`src/rtl/pulse_acq_sequencer.sv`:
```
// pulse_acq_sequencer: user-interface sequencer for the HeartAware pulse pipeline.
// Steps IDLE -> ACQUIRE -> ANALYZE -> DISPLAY, driving sample-buffer writes, the
// BPM calculation start and the display refresh from synchronized start/stop levels.
//
// Ports:
//   clock_25mhz    in   system clock
//   system_reset   in   synchronous active-high reset
//   start_sw       in   start level (acted on at rising edge)
//   stop_sw        in   stop level (acted on at rising edge, highest priority)
//   sample_strobe  in   one-cycle pulse, new ADC sample valid
//   buf_wr_en      out  sample buffer write enable
//   buf_wr_addr    out  sample buffer write address
//   calc_start     out  one-cycle pulse, begin BPM calculation
//   calc_done      in   one-cycle pulse, bpm_in valid
//   bpm_in         in   BPM result from calculation unit
//   bpm            out  latched BPM for display
//   bpm_valid      out  bpm holds a result from the current run
//   disp_update    out  one-cycle pulse, display refresh
//   timeout_err    out  sticky, last ANALYZE timed out
//   state          out  IDLE=0, ACQUIRE=1, ANALYZE=2, DISPLAY=3
//
// Optional feature: define BPM_AVERAGE_EN to report the mean of the last four results.
module pulse_acq_sequencer #(
  parameter int unsigned SAMPLE_COUNT = 1024,
  parameter int unsigned ADDR_W       = 10,
  parameter int unsigned CALC_TIMEOUT = 2500000,
  parameter int unsigned DISPLAY_HOLD = 25000000
) (
  input  logic              clock_25mhz,
  input  logic              system_reset,
  input  logic              start_sw,
  input  logic              stop_sw,
  input  logic              sample_strobe,
  output logic              buf_wr_en,
  output logic [ADDR_W-1:0] buf_wr_addr,
  output logic              calc_start,
  input  logic              calc_done,
  input  logic [7:0]        bpm_in,
  output logic [7:0]        bpm,
  output logic              bpm_valid,
  output logic              disp_update,
  output logic              timeout_err,
  output logic [1:0]        state
);

  localparam int unsigned CNT_MAX = (CALC_TIMEOUT > DISPLAY_HOLD) ? CALC_TIMEOUT : DISPLAY_HOLD;
  localparam int unsigned CNT_W   = (CNT_MAX > 1) ? $clog2(CNT_MAX) : 1;

  typedef enum logic [1:0] {
    IDLE    = 2'd0,
    ACQUIRE = 2'd1,
    ANALYZE = 2'd2,
    DISPLAY = 2'd3
  } state_t;

  state_t            state_q, state_d;
  logic              start_prev, stop_prev;
  logic              start_edge, stop_edge;
  logic [CNT_W-1:0]  cnt_q, cnt_d;
  logic [ADDR_W-1:0] addr_d;
  logic              wr_en_d, calc_start_d, disp_update_d, bpm_valid_d, timeout_err_d;
  logic [7:0]        bpm_d;

`ifdef BPM_AVERAGE_EN
  logic [3:0][7:0]   hist_q, hist_d;
  logic              hist_fill_q, hist_fill_d;
  logic [9:0]        hist_sum;
`endif

  assign start_edge = start_sw & ~start_prev;
  assign stop_edge  = stop_sw & ~stop_prev;
  assign state      = state_q;

  // Next-state and registered-output decode
  always_comb begin
    state_d       = state_q;
    cnt_d         = cnt_q + CNT_W'(1);
    addr_d        = buf_wr_addr;
    wr_en_d       = 1'b0;
    calc_start_d  = 1'b0;
    disp_update_d = 1'b0;
    bpm_d         = bpm;
    bpm_valid_d   = bpm_valid;
    timeout_err_d = timeout_err;
`ifdef BPM_AVERAGE_EN
    hist_d        = hist_q;
    hist_fill_d   = hist_fill_q;
    hist_sum      = '0;
`endif

    case (state_q)
      IDLE: begin
        cnt_d = '0;
        if (start_edge && !stop_edge) begin
          state_d       = ACQUIRE;
          addr_d        = '0;
          bpm_valid_d   = 1'b0;
          timeout_err_d = 1'b0;
`ifdef BPM_AVERAGE_EN
          hist_d        = '0;
          hist_fill_d   = 1'b1;
`endif
        end
      end

      ACQUIRE: begin
        cnt_d = '0;
        if (stop_edge) begin
          state_d = IDLE;
        end else if (buf_wr_en && buf_wr_addr == ADDR_W'(SAMPLE_COUNT - 1)) begin
          state_d      = ANALYZE;
          calc_start_d = 1'b1;
          addr_d       = '0;
        end else begin
          // Address advances the cycle after each write; a strobe landing on
          // that cycle is dropped so buf_wr_en never stays high two cycles.
          if (buf_wr_en) addr_d = buf_wr_addr + ADDR_W'(1);
          else if (sample_strobe) wr_en_d = 1'b1;
        end
      end

      ANALYZE: begin
        if (stop_edge) begin
          state_d = IDLE;
          cnt_d   = '0;
        end else if (calc_done) begin
          state_d       = DISPLAY;
          cnt_d         = '0;
          bpm_valid_d   = 1'b1;
          disp_update_d = 1'b1;
`ifdef BPM_AVERAGE_EN
          // First result of a run seeds the whole history
          if (hist_fill_q) hist_d = {4{bpm_in}};
          else             hist_d = {hist_q[2:0], bpm_in};
          hist_fill_d = 1'b0;
          hist_sum    = 10'(hist_d[0]) + 10'(hist_d[1]) + 10'(hist_d[2]) + 10'(hist_d[3]);
          bpm_d       = hist_sum[9:2];
`else
          bpm_d         = bpm_in;
`endif
        end else if (cnt_q == CNT_W'(CALC_TIMEOUT - 1)) begin
          state_d       = IDLE;
          cnt_d         = '0;
          timeout_err_d = 1'b1;
        end
      end

      DISPLAY: begin
        if (stop_edge) begin
          state_d = IDLE;
          cnt_d   = '0;
        end else if (cnt_q == CNT_W'(DISPLAY_HOLD - 1)) begin
          state_d = ACQUIRE;
          cnt_d   = '0;
          addr_d  = '0;
        end
      end

      default: begin
        state_d = IDLE;
        cnt_d   = '0;
      end
    endcase
  end

  // State, counter and output registers
  always_ff @(posedge clock_25mhz) begin
    if (system_reset) begin
      state_q     <= IDLE;
      start_prev  <= 1'b1;
      stop_prev   <= 1'b1;
      cnt_q       <= '0;
      buf_wr_en   <= 1'b0;
      buf_wr_addr <= '0;
      calc_start  <= 1'b0;
      disp_update <= 1'b0;
      bpm         <= '0;
      bpm_valid   <= 1'b0;
      timeout_err <= 1'b0;
`ifdef BPM_AVERAGE_EN
      hist_q      <= '0;
      hist_fill_q <= 1'b1;
`endif
    end else begin
      state_q     <= state_d;
      start_prev  <= start_sw;
      stop_prev   <= stop_sw;
      cnt_q       <= cnt_d;
      buf_wr_en   <= wr_en_d;
      buf_wr_addr <= addr_d;
      calc_start  <= calc_start_d;
      disp_update <= disp_update_d;
      bpm         <= bpm_d;
      bpm_valid   <= bpm_valid_d;
      timeout_err <= timeout_err_d;
`ifdef BPM_AVERAGE_EN
      hist_q      <= hist_d;
      hist_fill_q <= hist_fill_d;
`endif
    end
  end

endmodule

```
`config.mk`:
```
export PLATFORM = sky130hd
export DESIGN_NAME = pulse_acq_sequencer
export DESIGN_NICKNAME = d
export VERILOG_FILES = /design/src/rtl/pulse_acq_sequencer.sv
export SDC_FILE = /design/constraint.sdc
export NUM_CORES = 1
export LEC_CHECK = 0
export ABC_AREA = 1
export CORE_MARGIN = 3
export CORE_UTILIZATION = 55
export CTS_CLUSTER_DIAMETER = 150
export DETAILED_ROUTE_END_ITERATION = 12
export PLACE_DENSITY = 0.9
export SLEW_MARGIN = 20
export SYNTH_ARGS = -nofsm -noshare
export SYNTH_HDL_FRONTEND = slang
export SYNTH_SLANG_ARGS = --single-unit
```
`constraint.sdc`:
```
create_clock -name clock_25mhz -period 4.3 [get_ports clock_25mhz]
set_input_delay 0.645 -clock clock_25mhz [delete_from_list [all_inputs] [get_ports clock_25mhz]]
set_output_delay 0.645 -clock clock_25mhz [all_outputs]
set_load 0.01 [all_outputs]
```
# ---- Yosys cells after proc, flatten, opt, wreduce, memory -nomap -nowiden
# Index checks and enable logic that the tools add are counted.
dict set report word_totals {
  input_bits 14
  reg_bits 52
}
dict set report classes {
  n_mux 33
  bitwise 7
  eq_ne 18
  reduce_logical 15
  add_sub_neg 2
}
# op n
set op_table {}
lappend op_table {{two-way mux 25 bit} 5}
lappend op_table {{case mux 25 bit (3 select lines)} 1}
lappend op_table {{two-way mux 10 bit} 6}
lappend op_table {{case mux 10 bit (3 select lines)} 1}
lappend op_table {{adder 25 x 1 -> 25 bit, second input constant} 1}
lappend op_table {{equality test 25 x 22 -> 1 bit, second input constant} 1}
lappend op_table {{equality test 25 bit, second input constant} 1}
lappend op_table {{two-way mux 2 bit} 8}
lappend op_table {{inequality test 2 bit, second input constant} 8}
lappend op_table {{adder 10 x 1 -> 10 bit, second input constant} 1}
lappend op_table {{equality test 10 bit, second input constant} 1}
lappend op_table {{two-way mux 1 bit} 9}
lappend op_table {{inequality test 3 bit, second input constant} 3}
lappend op_table {{case mux 2 bit (4 select lines)} 1}
lappend op_table {{AND reduction 4 bit} 2}
lappend op_table {{AND reduction 6 bit} 1}
lappend op_table {{OR reduction 3 bit} 2}
lappend op_table {{NOT 1 bit} 5}
lappend op_table {{AND reduction 5 bit} 1}
lappend op_table {{OR reduction 5 bit} 1}
lappend op_table {{equality test 2 bit, second input constant} 2}
lappend op_table {{inequality test 4 bit, second input constant} 1}
lappend op_table {{case mux 1 bit (2 select lines)} 2}
lappend op_table {{AND reduction 3 bit} 1}
lappend op_table {{other kinds (8)} 10}

# ---- Logic depth before layout (Yosys ltp)
# Gate-level depths: netlist of run 1.
dict set report depth {
  depth_word 6
  ltp_mapped 11
  ltp_nobuf 11
}

# ---- Worst setup path after synthesis of run 1
# No wires, ideal clock.
dict set report synth_path {
  path_kind {in2reg}
  from {input stop_sw}
  to {register buf_wr_addr[0]}
  path_slack_ns 2.669
  stages 7
  setup_ns 0.113
  t_arrival_ns 1.518
  path_cell_list {nand2_2 > a21oi_1 > nor3_4 > nand2_2 > buf_6 > o21bai_2 > nor2_1}
}
dict set report synth_between {
  elab_chain_len 5
}
# element line_no
set synth_rtl {}
lappend synth_rtl {{start, declared} 32} ;# input logic stop_sw,
lappend synth_rtl {{AND 1 bit (*)} 71} ;# assign stop_edge = stop_sw & ~stop_prev;
lappend synth_rtl {{zero test 1 bit} 94} ;# if (start_edge && !stop_edge) begin
lappend synth_rtl {{logical AND 1 bit} 94}
lappend synth_rtl {{inequality test 2 bit (no source line)} -}
lappend synth_rtl {{AND reduction 6 bit (no source line) (*)} -}
lappend synth_rtl {{end signal, assigned} 190} ;# buf_wr_addr <= addr_d;
lappend synth_rtl {{end, declared} 35} ;# output logic [ADDR_W-1:0] buf_wr_addr,
# Every way passes the cells marked *; elsewhere a longest branch is shown, timed or not.
# A chain may end at the register's enable or synchronous reset.

# ---- Worst setup path in the final report of run 1
dict set report layout_path {
  from {input stop_sw}
  to {register state_q[0], in the netlist state[0]}
}
dict set report layout_between {
  elab_chain_len 5
}
# element line_no
set layout_rtl {}
lappend layout_rtl {{AND 1 bit (*)} 71}
lappend layout_rtl {{zero test 1 bit} 94}
lappend layout_rtl {{logical AND 1 bit} 94}
lappend layout_rtl {{inequality test 2 bit (no source line)} -}
lappend layout_rtl {{AND reduction 4 bit (no source line)} -}
lappend layout_rtl {{end signal, assigned} 185} ;# state_q <= state_d;
lappend layout_rtl {{end, declared} 56} ;# state_t state_q, state_d;
# Marked as above.

==> results.toml, run 1 <==
[run_status]
outcome = "finished, final reports clean"

[pwr]
p_per_area_nw_per_um2 = 292
pwr-share-seq_pct = 54.3
irDropWorstVdd_mv = 0.228
power_switching_mw = 0.260
p_leak_nw = 1.16
p_comb_share_pct = 14.3
p_int_mw = 0.683
swShare_pct = 27.5
clkPwrFrac_pct = 31.5

[timing]
finalMaxSlewViolations = 0
worst_slew_pin_slew_ps = 534
finalClockSkew_ps = 10.8
period_share_pct = 48.9
setup_viol = 0
setup_slack_ps = 2200
period_needed_ps = 2100
fmax_mhz = 475
tns_ps = 0
hold_viol_final = 0
rsz0062_at_grt = "no"
relSlewSlack_pct = 64.3

[critical_path]
critPathTopFamily = "buffers and inverters"
worst_ep_required_time_ps = 4510
critical_path_arrival_ps = 2320
startpoint_type = "input port"
cp-end-kind = "register"
path_class = "in2reg"
slowest_delay_ps = 500
path_cells = "clkdlybuf4s50_1, nand2_2, nand3_1, clkinv_1, nor3_1, o21ai_0, nand2_1, inv_1"
crit_fanout = 11
slowest_stage = "clkdlybuf4s50_1"
crit_buf_inv = 3

[grt]
antenna_found_initial = 0
grt-ovfl-total = 0
grt_pass1_wl_um = 10400
grtUsageTotal_pct = 21.3
grt_max_degree = 27
grt_pass1_vias = 2358

[clock_network]
cts_buffers = 5
htreeDepth = 2
cts_tree = "done"
post_cts_buffers = 0
cts_root_buffer = "clkbuf_8"
clkLatencyLatePin_ps = 320
clock_path_buffers = 2
cts_sinks = 52
cts.repair.resized = 0
hold_buffers = 0
clk_pin_slew_worst_paths_ps = 100

[logic_synthesis]
synth_area_um2 = 2710
synth_seq_cells = 52
synthAdderAreaFrac_pct = 0.923
synthMuxAreaShare_pct = 0
ys_seq_area_share_pct = 38.4
synthSimpleGateAreaFrac_pct = 41.4
synth-compound-area-share_pct = 6.83
synth_area_leader_cell = "dfxtp_1"
synth_warnings = 0
synthTopCellsByArea = "dfxtp_1 38%, nor2_1 13%, nand2_1 10%"
synth_fp_nets = 414
synth.avg_cell_area_um2 = 6.81
ys_types = 30
synth_xor_area_share_pct = 4.85
synth_top_family_by_area = "simple AND/OR/NAND/NOR gates"
syn_inst = 398
netlist.area_leader.share_pct = 38.4

[place]
io_buffer_count = 38
dp_hpwl_um = 4500
place_congestion = 0.924
pre_cts_slack_ps = 1890

[cells_and_area]
nets = 453
num-fill-cells = 361
diodes = 0
final_util_pct = 70.7
syn2layout_area_growth_pct = 19.1
drive_gt1_share_pct = 7.08

[worst_hold_path]
hold_path.class = "reg2reg"

[route]
drtIter0Drc = 251
num_vias = 2611
routed_via_density = 5.19
wl_per_cell_um = 12.0
wirelength_um = 6040
drc = 0
ant_nets = 0
drtPass1Iterations = 5

[floorplan]
die_area_um2 = 5810
coreArea_um2 = 4560
die_w_um = 76.2
start_util_pct = 59.4
die_h_um = 76.2
placementRows = 24
num_io_pins = 39

[job]
max_cap_viol_count = 0
cells in the mapped netlist:
cell / instances
nor2_1: 91
nand2_1: 75
dfxtp_1: 52
inv_1: 41
nand3_1: 24
nor3_1: 15
nand4_1: 14
a21oi_1: 13
xor2_1: 13
o21ai_0: 12
nand2_2: 7
nand3b_1: 4
nor3b_1: 4
clkbuf_1: 3
inv_2: 3
nor2_2: 3
o21bai_2: 3
or2_2: 3
buf_4: 2
ha_1: 2
nor2_4: 2
nor3_4: 2
nor4_1: 2
xnor2_1: 2
a31oi_1: 1
a31oi_2: 1
and2_1: 1
buf_6: 1
clkinv_1: 1
o21bai_1: 1
power groups by stage:
stage                     Clock, mW  Sequential (mW)  Combinational [mW]
after detailed placement          0            0.523               0.133
after CTS                     0.299            0.512               0.133
after global routing          0.318            0.514               0.150
final                         0.297            0.512               0.134
after floorplan                   0            0.525              0.0821
after global placement            0            0.522               0.130
kinds of logic (layout without fill, tap and decap cells):
kind of cell | after synthesis | after routing
AO/OA/AOI/OAI | 31 | 31
buffers and inverters | 51 | 91
adder cells (fa/ha/maj) | 2 | 2
AND/OR/NAND/NOR | 247 | 247
flip-flops | 52 | 52
XOR/XNOR | 15 | 15
state kept, by name (all words and copies together) (netlist names):
signal / count
bpm: 8
start_prev: 1
calc_start: 1
bpm_valid: 1
cnt_q: 25
timeout_err: 1
buf_wr_en: 1
disp_update: 1
state: 2
buf_wr_addr: 10
stop_prev: 1
metrics by stage:
stage                     instances  hold slack [ps]  area (um2)  total power, mW
after global routing            503              495        3230            0.982
after CTS                       503              457        3230            0.944
after global placement          495              428        3130            0.653
after floorplan                 398              417        2710            0.607
final                           503              456        3230            0.943
after detailed placement        495              435        3130            0.656
cells in the final DEF (no fill, tap or decap), types with 3 or more instances in the layout:
| cell | Yosys | layout |
|---|---|---|
| nor2_1 | 91 | 91 |
| nand2_1 | 75 | 75 |
| dfxtp_1 | 52 | 52 |
| inv_1 | 41 | 41 |
| clkdlybuf4s50_1 | 0 | 38 |
| nand3_1 | 24 | 24 |
| nor3_1 | 15 | 15 |
| nand4_1 | 14 | 14 |
| a21oi_1 | 13 | 13 |
| xor2_1 | 13 | 13 |
| o21ai_0 | 12 | 12 |
| nand2_2 | 7 | 7 |
| clkbuf_8 | 0 | 6 |
| nand3b_1 | 4 | 4 |
| nor3b_1 | 4 | 4 |
| nor2_2 | 3 | 3 |
| inv_2 | 3 | 3 |
| or2_2 | 3 | 3 |
| o21bai_2 | 3 | 3 |
cell type report:
cell class / instances / area [um2] / area share [%]
multi-input combinational: 295 / 1460 / 45.3
sequential: 52 / 1040 / 32.2
timing repair buffer: 38 / 380 / 11.8
inverter: 45 / 169 / 5.23
clock buffer: 7 / 86.3 / 2.67
tap: 65 / 81.3 / 2.52
clock inverter: 1 / 7.51 / 0.233
final timing paths:
kind | to | from | depth (start not counted) | slack, ps
max | state[0]$_SDFFE_PP0P_ | stop_sw | 8 | 2200
min | cnt_q[0]$_SDFF_PP0_ | cnt_q[0]$_SDFF_PP0_ | 1 | 460
max reg2reg | buf_wr_addr[9]$_SDFFE_PP0P_ | buf_wr_addr[0]$_SDFFE_PP0P_ | 8 | 2370
min reg2reg | cnt_q[0]$_SDFF_PP0_ | cnt_q[0]$_SDFF_PP0_ | 1 | 460
metal layers:
| metal | GRT usage (%) | vias up | share of wire (%) |
|---|---|---|---|
| met1 | 26.9 | 1169 | 46 |
| met5 | 0 | - | 0 |
| met4 | 9.06 | 0 | 2.1 |
| met2 | 36.8 | 80 | 47 |
| met3 | 2.48 | 12 | 5.0 |
| li1 | - | 1350 | - |
Note: power is estimated with default switching activity, not from simulation.
==> run 2: changes to the inputs <==
--- a/config.mk
+++ b/config.mk
@@ -7,10 +7,10 @@
 export LEC_CHECK = 0
 export ABC_AREA = 1
 export CORE_MARGIN = 3
-export CORE_UTILIZATION = 55
+export CORE_UTILIZATION = 49
 export CTS_CLUSTER_DIAMETER = 150
 export DETAILED_ROUTE_END_ITERATION = 12
-export PLACE_DENSITY = 0.9
+export PLACE_DENSITY = 0.85
 export SLEW_MARGIN = 20
 export SYNTH_ARGS = -nofsm -noshare
 export SYNTH_HDL_FRONTEND = slang
==> constraint.sdc (replaced) <==
create_clock -name clock_25mhz -period 1.75 [get_ports clock_25mhz]
set_input_delay 0.2625 -clock clock_25mhz [delete_from_list [all_inputs] [get_ports clock_25mhz]]
set_output_delay 0.2625 -clock clock_25mhz [all_outputs]
set_load 0.01 [all_outputs]
==> run 2 against run 1 <==
Routed wire length up 7.4%. Critical endpoint is now cnt_q[18]$_SDFF_PP0_. Critical path type is now reg2reg. Combinational power rose to 3.2 times the previous value. Cell area up 6.2%.
==> results.toml, run 2 (synthesis results as in run 1) <==
[run_status]
outcome = "finished, final reports clean"

[place]
io_buffer_count = 38
postPlaceCellArea_um2 = 3300
place_congestion = 0.888
dp_cells = 520
dp_hpwl_um = 4950
pre_cts_slack_ps = 11.2

[route]
num_vias = 2743
drtPass1Iterations = 4
drtIter0Drc = 215
routed_via_density = 5.19
ant_nets = 0
wirelength_um = 6490
drc = 0
wl_per_cell_um = 12.3

[grt]
use_met3_pct = 3.03
antenna_found_initial = 0
grt_max_degree = 27
grt_pass1_vias = 2515
grt-ovfl-total = 0
met2_usage_pct = 36.6
grtUsageTotal_pct = 21.0
grt_use_met1_pct = 26.5
grt_pass1_wl_um = 11000
gr-max-usage-layer = "met2"

[critical_path]
worst_ep_required_time_ps = 1950
path_cells = "ha_1, nand2_1, nor2_2, inv_2, nor2_4, buf_4, nand4_1, nor2_1, xnor2_1, nor2_1"
crit_top_cell = "nor2_1"
path_class = "reg2reg"
cp-end-kind = "register"
critical_path_arrival_ps = 1850
slowest_stage = "dfxtp_2"
slowest_delay_ps = 340
startpoint_type = "register"
regToRegSetupSlack_ps = 100
crit_fanout = 4

[floorplan]
die_w_um = 80.4
die_area_um2 = 6460
num_io_pins = 39
start_util_pct = 51.7
placementRows = 26
coreArea_um2 = 5240
die_h_um = 80.4

[clock_network]
cts_root_buffer = "clkbuf_8"
clock_path_buffers = 2
htreeDepth = 2
clk_pin_slew_worst_paths_ps = 100
cts_buffers = 5
hold_buffers = 0
clkLatencyLatePin_ps = 310
cts_sinks = 52
cts_tree = "done"

[cells_and_area]
num-fill-cells = 462
regMostFlops = "cnt_q"
layoutNonFillerInstCount = 529
diodes = 0
nets = 474
register_area_um2 = 1050
mostFrequentLayoutCell = "nor2_1"
final_area_um2 = 3430
largest_reg_flops = 25
largestRegisters = "cnt_q x25, buf_wr_addr x10, bpm x8"
final_util_pct = 65.5
multiInputGateArea_um2 = 1480
drive_gt1_share_pct = 13.7
final_cell_mix = "87 x nor2_1, 75 x nand2_1, 47 x dfxtp_1"
syn2layout_area_growth_pct = 26.5

[pwr]
p_per_area_nw_per_um2 = 700
total_power_mw = 2.40
irDropWorstVdd_mv = 0.451
p_leak_nw = 1.27

[timing]
setup_slack_ps = 100
tns_ps = 0
finalClockSkew_ps = 12.1
finalMaxSlewViolations = 0
period_needed_ps = 1650
fmax_mhz = 606
hold_ws_ps = 459
period_share_pct = 94.3
rsz0062_at_grt = "no"
worst_slew_pin_slew_ps = 362
hold_viol_final = 0
setup_viol = 0
relSlewSlack_pct = 75.7

[worst_hold_path]
hold_path.class = "reg2reg"

[job]
max_cap_viol_count = 0
run 2: cell count changes in the layout (fill, tap and decap cells not counted), sizes merged:
cell and delta:
buf +21, clkbuf -2, clkinv +1, inv +1
run 2: layer usage:
layer / wire, um / vias up
li1: - / 1391
met1: 2980 / 1259
met2: 3110 / 84
met3: 295 / 9
met4: 100 / 0
met5: 0 / -
run 2: critical path, delay by kind of cell (launching register included):
family	cells	cell delay (ps)
buffers and inverters	2	220
AND/OR/NAND/NOR	6	680
adder cells (fa/ha/maj)	1	160
flip-flops	1	340
XOR/XNOR	1	140
run 2: final cells by class:
| class | instances | share of cell area, % |
|---|---|---|
| Inverter | 45 | 4.93 |
| Multi-Input combinational cell | 295 | 43.1 |
| Tap cell | 70 | 2.55 |
| Sequential cell | 52 | 30.5 |
| Clock inverter | 3 | 0.803 |
| Timing Repair Buffer | 59 | 16.1 |
| Clock buffer | 5 | 2.01 |
run 2: final timing paths:
check | startpoint | endpoint | depth (start not counted)
worst min register to register | timeout_err$_SDFFE_PP0P_ | timeout_err$_SDFFE_PP0P_ | 2
worst max-delay path | cnt_q[1]$_SDFF_PP0_ | cnt_q[18]$_SDFF_PP0_ | 10
worst min-delay path | timeout_err$_SDFFE_PP0P_ | timeout_err$_SDFFE_PP0P_ | 2
worst max register to register | cnt_q[1]$_SDFF_PP0_ | cnt_q[18]$_SDFF_PP0_ | 10
run 2: where the power goes:
| group | internal [mW] | switching (mW) | total (mW) |
|---|---|---|---|
| clock | 0.294 | 0.431 | 0.725 |
| sequential | 1.21 | 0.0295 | 1.24 |
| combinational | 0.209 | 0.221 | 0.430 |
| total | 1.72 | 0.681 | 2.40 |
run 2: what timing repair did:
| action | 4_1_cts | 5_1_grt |
|---|---|---|
| resized for setup | 0 | 10 |
| setup endpoints to repair | 0 | 36 |
| endpoints found under the hold margin | 0 | 0 |
| buffers inserted | 0 | 1 |
==> run 3: changes to the inputs <==
--- a/config.mk
+++ b/config.mk
@@ -11,7 +11,6 @@
 export CTS_CLUSTER_DIAMETER = 150
 export DETAILED_ROUTE_END_ITERATION = 12
 export PLACE_DENSITY = 0.85
-export SLEW_MARGIN = 20
 export SYNTH_ARGS = -nofsm -noshare
 export SYNTH_HDL_FRONTEND = slang
 export SYNTH_SLANG_ARGS = --single-unit
==> results of run 3 <==
Final layout, timing and power as in run 2 (identical DEF).
